==> src/rtl/uart_pkg.sv <==
// Shared UART definitions: FSM state encoding, data width, legal prescale range
// and the majority-vote helper used by the receive oversampler.
package uart_pkg;

    localparam int DATA_W       = 8;
    localparam int PRESCALE_MIN = 8;
    localparam int PRESCALE_MAX = 32;

    localparam logic [2:0] ST_IDLE   = 3'd0;
    localparam logic [2:0] ST_START  = 3'd1;
    localparam logic [2:0] ST_DATA   = 3'd2;
    localparam logic [2:0] ST_PARITY = 3'd3;
    localparam logic [2:0] ST_STOP   = 3'd4;

    typedef enum logic [2:0] {
        S_IDLE   = ST_IDLE,
        S_START  = ST_START,
        S_DATA   = ST_DATA,
        S_PARITY = ST_PARITY,
        S_STOP   = ST_STOP
    } rx_state_e;

    function automatic logic majority3(input logic a, input logic b, input logic c);
        return (a & b) | (a & c) | (b & c);
    endfunction

endpackage

==> src/rtl/uart_rx_data_sampling.sv <==
// Three-point oversampler: captures RX_IN around mid-bit and registers the
// majority value, which is valid from edge_cnt = P/2+2 until the next bit's vote.
module uart_rx_data_sampling
    import uart_pkg::*;
(
    input  logic       CLK,
    input  logic       RST,
    input  logic       RX_IN,
    input  logic [5:0] Prescale,
    input  logic [5:0] edge_cnt,
    input  logic       enable,
    output logic       sampled_bit
);

    logic [5:0] mid;
    logic       s0_q;
    logic       s1_q;
    logic       bit_q;

    assign mid = {1'b0, Prescale[5:1]};

    always_ff @(posedge CLK or negedge RST) begin
        if (!RST) begin
            s0_q  <= 1'b1;
            s1_q  <= 1'b1;
            bit_q <= 1'b1;
        end else if (enable) begin
            if (edge_cnt == mid - 6'd1) s0_q  <= RX_IN;
            if (edge_cnt == mid)        s1_q  <= RX_IN;
            if (edge_cnt == mid + 6'd1) bit_q <= majority3(s0_q, s1_q, RX_IN);
        end
    end

    assign sampled_bit = bit_q;

endmodule

==> src/rtl/uart_rx.sv <==
// UART receiver: start/data/parity/stop framing with oversampled majority voting;
// presents good bytes with a Data_Valid strobe and pulses parity/stop errors.
//
//  state  | meaning
//  IDLE   | line idle, waiting for a low level (frame cycle 0)
//  START  | start bit; a high majority vote means a glitch, back to IDLE
//  DATA   | eight data bits, LSB first
//  PARITY | optional parity bit, mismatch latched into par_err
//  STOP   | stop bit; result pulse issued on the cycle after it ends
module uart_rx
    import uart_pkg::*;
(
    input  logic              CLK,
    input  logic              RST,
    input  logic              RX_IN,
    input  logic              PAR_EN,
    input  logic              PAR_TYP,
    input  logic [5:0]        Prescale,
    output logic [DATA_W-1:0] P_DATA,
    output logic              Data_Valid,
    output logic              Parity_Error,
    output logic              Stop_Error
);

    rx_state_e         state_q, state_d;
    logic [5:0]        edge_cnt_q, edge_cnt_d;
    logic [2:0]        bit_cnt_q, bit_cnt_d;
    logic [DATA_W-1:0] shift_q, shift_d;
    logic [DATA_W-1:0] p_data_q, p_data_d;
    logic              par_en_q, par_en_d;
    logic              par_typ_q, par_typ_d;
    logic              par_err_q, par_err_d;
    logic              dv_q, dv_d;
    logic              perr_q, perr_d;
    logic              serr_q, serr_d;
    logic              sampled_bit;
    logic              bit_end;
    logic              stp_err;

    uart_rx_data_sampling u_sampling (
        .CLK         (CLK),
        .RST         (RST),
        .RX_IN       (RX_IN),
        .Prescale    (Prescale),
        .edge_cnt    (edge_cnt_q),
        .enable      (state_q != S_IDLE),
        .sampled_bit (sampled_bit)
    );

    assign bit_end = (edge_cnt_q == Prescale - 6'd1);
    assign stp_err = ~sampled_bit;

    always_comb begin
        state_d    = state_q;
        bit_cnt_d  = bit_cnt_q;
        shift_d    = shift_q;
        p_data_d   = p_data_q;
        par_en_d   = par_en_q;
        par_typ_d  = par_typ_q;
        par_err_d  = par_err_q;
        dv_d       = 1'b0;
        perr_d     = 1'b0;
        serr_d     = 1'b0;
        edge_cnt_d = (state_q == S_IDLE || bit_end) ? 6'd0 : edge_cnt_q + 6'd1;

        unique case (state_q)
            S_IDLE: begin
                if (!RX_IN) begin
                    state_d    = S_START;
                    edge_cnt_d = 6'd1;
                    bit_cnt_d  = 3'd0;
                    par_err_d  = 1'b0;
                    par_en_d   = PAR_EN;
                    par_typ_d  = PAR_TYP;
                end
            end
            S_START: begin
                if (bit_end) state_d = sampled_bit ? S_IDLE : S_DATA;
            end
            S_DATA: begin
                if (bit_end) begin
                    shift_d[bit_cnt_q] = sampled_bit;
                    bit_cnt_d          = bit_cnt_q + 3'd1;
                    if (bit_cnt_q == 3'd7) state_d = par_en_q ? S_PARITY : S_STOP;
                end
            end
            S_PARITY: begin
                if (bit_end) begin
                    par_err_d = (sampled_bit != (^shift_q ^ par_typ_q));
                    state_d   = S_STOP;
                end
            end
            S_STOP: begin
                // Outcome is registered here so it appears on the first IDLE cycle.
                if (bit_end) begin
                    state_d = S_IDLE;
                    perr_d  = par_err_q;
                    serr_d  = stp_err;
                    if (!par_err_q && !stp_err) begin
                        dv_d     = 1'b1;
                        p_data_d = shift_q;
                    end
                end
            end
            default: state_d = S_IDLE;
        endcase
    end

    always_ff @(posedge CLK or negedge RST) begin
        if (!RST) begin
            state_q    <= S_IDLE;
            edge_cnt_q <= 6'd0;
            bit_cnt_q  <= 3'd0;
            shift_q    <= '0;
            p_data_q   <= '0;
            par_en_q   <= 1'b0;
            par_typ_q  <= 1'b0;
            par_err_q  <= 1'b0;
            dv_q       <= 1'b0;
            perr_q     <= 1'b0;
            serr_q     <= 1'b0;
        end else begin
            state_q    <= state_d;
            edge_cnt_q <= edge_cnt_d;
            bit_cnt_q  <= bit_cnt_d;
            shift_q    <= shift_d;
            p_data_q   <= p_data_d;
            par_en_q   <= par_en_d;
            par_typ_q  <= par_typ_d;
            par_err_q  <= par_err_d;
            dv_q       <= dv_d;
            perr_q     <= perr_d;
            serr_q     <= serr_d;
        end
    end

    always_ff @(posedge CLK) begin
        if (RST && state_q != S_IDLE)
            assert (Prescale >= 6'(PRESCALE_MIN) && Prescale <= 6'(PRESCALE_MAX) && !Prescale[0]);
    end

    assign P_DATA       = p_data_q;
    assign Data_Valid   = dv_q;
    assign Parity_Error = perr_q;
    assign Stop_Error   = serr_q;

endmodule

==> config.mk <==
export PLATFORM = sky130hd
export DESIGN_NAME = uart_rx
export DESIGN_NICKNAME = d
export VERILOG_FILES = /design/src/rtl/uart_pkg.sv /design/src/rtl/uart_rx_data_sampling.sv /design/src/rtl/uart_rx.sv
export SDC_FILE = /design/constraint.sdc
export NUM_CORES = 1
export LEC_CHECK = 0
export ABC_AREA = 1
export CORE_ASPECT_RATIO = 1.5
export CORE_MARGIN = 8
export CORE_UTILIZATION = 40
export CTS_BUF_LIST = sky130_fd_sc_hd__clkbuf_4
export DETAILED_ROUTE_END_ITERATION = 16
export GPL_TIMING_DRIVEN = 0
export PLACE_DENSITY = 0.68
export REMOVE_ABC_BUFFERS = 1
export SLEW_MARGIN = 0
export SYNTH_ARGS = -nofsm -noshare
export SYNTH_HDL_FRONTEND = slang
export SYNTH_SLANG_ARGS = --single-unit
==> constraint.sdc <==
create_clock -name CLK -period 4.64 [get_ports CLK]
set_clock_uncertainty 0.2 [all_clocks]
set_input_delay 0.928 -clock CLK [delete_from_list [all_inputs] [get_ports CLK]]
set_output_delay 0.928 -clock CLK [all_outputs]
set_load 0.02 [all_outputs]
==> reports/metrics.yaml <==
critical_path:
  cp_cell_sequence: "clkdlybuf4s50_1 -> inv_1 -> ha_1 -> inv_1 -> nand2_1 -> nand2_1 -> nor2_1 -> nand2_1 -> nor2_2 -> nand3_4 -> nor2_4 -> nand3_1 -> nand2_1 -> o21ai_1"
  worst-setup-path-type: "input port to register"
  r2r-end: "shift_q[6]"
  cpMostUsedCell: "nand2_1"
  crit_path_end_kind: "register"
  slowest_stage: "clkdlybuf4s50_1"
  path_max_fanout: 11
  crit_required_ns: 4.67
  start_kind: "input port"
  worst-r2r-cell-count: 10
  cp.buffers_inverters: 3
  slowest_delay_ns: 0.62
  cp_top_family: "simple AND/OR/NAND/NOR gates"
  crit_arrival_ns: 3.18
  path_depth: 14
  regToRegSetupSlack_ns: 2.62
  worstReg2RegStart: "edge_cnt_q[4]"
routing:
  ant_nets: 0
  drc_errors: 0
  avgRoutedWirePerCell_um: 11.8
  viasPerCell: 4.82
  firstDrtPassIters: 4
  vias: 1919
  drt_iter0_drc: 121
  drt-total-wl_mm: 4.69
power_and_ir_drop:
  vdd_ir_drop_max_v: 0.000169
  p_leak_nw: 1.30
  finalPower_mw: 1.01
  power_density_nw_per_um2: 391
grt:
  grt_start_max_net_pins: 38
  track_usage: 0.120
  grt_pass1_wl_mm: 8.22
  antenna_found_initial: 1
  overflow: 0
  grt_pass1_vias: 1869
yosys:
  async_flop_share: 1.00
  syn_area_sq_um: 2230
  synth_most_common_cell: "nand2_1"
  yosys_warnings: 0
  synth_common_cells: "nand2_1 (99), dfrtp_1 (34), inv_1 (33)"
  yosys-top-cells-area: "dfrtp_1 (38%), nand2_1 (17%), inv_1 (5.5%)"
  synth_edf_count: 0
  yosysTopAreaCell: "dfrtp_1"
  seq_area_frac_synth: 0.416
  synth_flop_cell: "dfrtp_1"
  synth.distinct_cells: 29
  synthCells: 303
  ys_ff_latch: 37
  netlist.area_leader.share: 0.381
  syn-mean-instance-area_sq_um: 7.37
clocking:
  cts_num_sinks: 37
  cts_inserted_buffers: 5
  cts_setup_buffers: 0
  cts_root_buffer: "clkbuf_4"
  clk_pin_slew_ns: 0.12
  cts_tree: "done"
  clockBufferDepth: 2
  ctsHoldBuffers: 0
  clock_latency_ns: 0.34
  htree_levels: 2
  post_cts_resized: 0
timing:
  tightest_slew_ns: 0.835
  relSlewSlack: 0.443
  finalSetupViolCount: 0
  timing.final.crit_share: 0.679
  slew_violations: 0
  rsz0062_at_grt: "false"
  final-hold-violation-count: 0
  fmax_mhz: 318
  min_period_ns: 3.15
  setup_tns_ns: 0
layout:
  final_core_util: 0.477
  area_growth_pct: 15.5
  nets: 344
  drive_gt1_frac: 0.0734
die:
  start_util: 0.413
  die_y_um: 107
  fp.dieArea_sq_um: 8280
  rows: 33
  io_pins: 22
  die_w_um: 77.0
  coreArea_sq_um: 5410
min_path:
  hold_end: "P_DATA[2]"
  holdCritPathClass: "register to register"
  min_path_cells: 2
  hp-start: "P_DATA[2]"
place:
  numPortBuffers: 21
  place_hpwl_mm: 3.57
  gp_congestion: 0.822
flow_run:
  cap_viol_max_count: 0
status:
  status: "finished clean"
[cell usage in the layout (no fill, tap or decap)]
master            n
nor3_1            7
a31oi_1           1
nor2_4            1
nor3b_1           3
nor2_2            2
dfrtp_1          34
clkdlybuf4s50_1  20
o21a_1            1
nand3b_1          2
clkbuf_4          6
xnor2_1           5
diode_2           1
dfstp_2           3
nand2_1          99
bufinv_16         1
inv_2             5
ha_1              7
nand3_4           1
nand3_1          21
a21oi_1           5
nand4_1           2
o21ai_1          10
a21oi_2           2
clkinv_2          1
nor2_1           29
o21ai_0           9
a211oi_1          1
buf_2             1
nand2_2           1
o211ai_1          1
inv_1            33
xor2_1           13
[how the worst max path moves through the flow]
stage	start	end
6_report	Prescale[1]	shift_q[6]
5_1_grt	Prescale[1]	P_DATA[3]
4_1_cts	Prescale[1]	P_DATA[3]
3_5_place_dp	Prescale[1]	P_DATA[6]
3_3_place_gp	Prescale[1]	P_DATA[2]
2_1_floorplan	Prescale[1]	shift_q[2]
[power by group]
| part | internal [mW] | total, mW | switching, mW |
|---|---|---|---|
| logic | 0.125 | 0.356 | 0.231 |
| clock network | 0.119 | 0.225 | 0.106 |
| registers | 0.377 | 0.428 | 0.0508 |
[registers in the layout (all words and copies together) (netlist names), 3 cells and up]
register,flops
bit_cnt_q,3
P_DATA,8
shift_q,8
edge_cnt_q,6
state_q,3
[through the flow]
stage,hold slack [ns],setup slack [ns],area (sq um),instances
2_1_floorplan,0.264,2.12,2200,298
3_3_place_gp,0.264,1.14,2500,389
3_5_place_dp,0.264,1.13,2490,389
4_1_cts,0.296,1.49,2570,397
5_1_grt,0.332,1.30,2580,398
6_report,0.294,1.49,2580,398
[per-layer routing]
metal	routed length, um	global-route usage	part of all wire	vias to the layer above
li1	-	-	-	997
met4	130	0.0705	0.028	0
met5	0	0	0	-
met3	132	0.0192	0.028	9
met1	2020	0.123	0.43	885
met2	2410	0.223	0.51	28
[worst register-to-register path, delay by kind of cell (launching register included)]
family           cells  cell delay (ns)
flip-flops           1             0.47
AND/OR/NAND/NOR      9             1.19
AO/OA/AOI/OAI        1             0.06
[logic make-up after synthesis]
group | count (synthesis) | share of synthesized area
xor+xnor | 18 | 0.0706
flops | 37 | 0.416
simple gates | 168 | 0.322
buf+inv | 43 | 0.0774
fa+ha+maj | 7 | 0.0392
compound gates | 30 | 0.0746
[final cells by class]
| type | count | area, sq um |
|---|---|---|
| clock buffers | 6 | 45.0 |
| multi-input cells | 223 | 1130 |
| well taps | 70 | 87.6 |
| repair buffers | 21 | 205 |
| flip-flops and latches | 37 | 930 |
| inverters | 38 | 143 |
| diodes | 1 | 2.50 |
| clock inverters | 2 | 35.0 |
| fillers | 563 | 2830 |
Power figures use the tool's default switching activity.
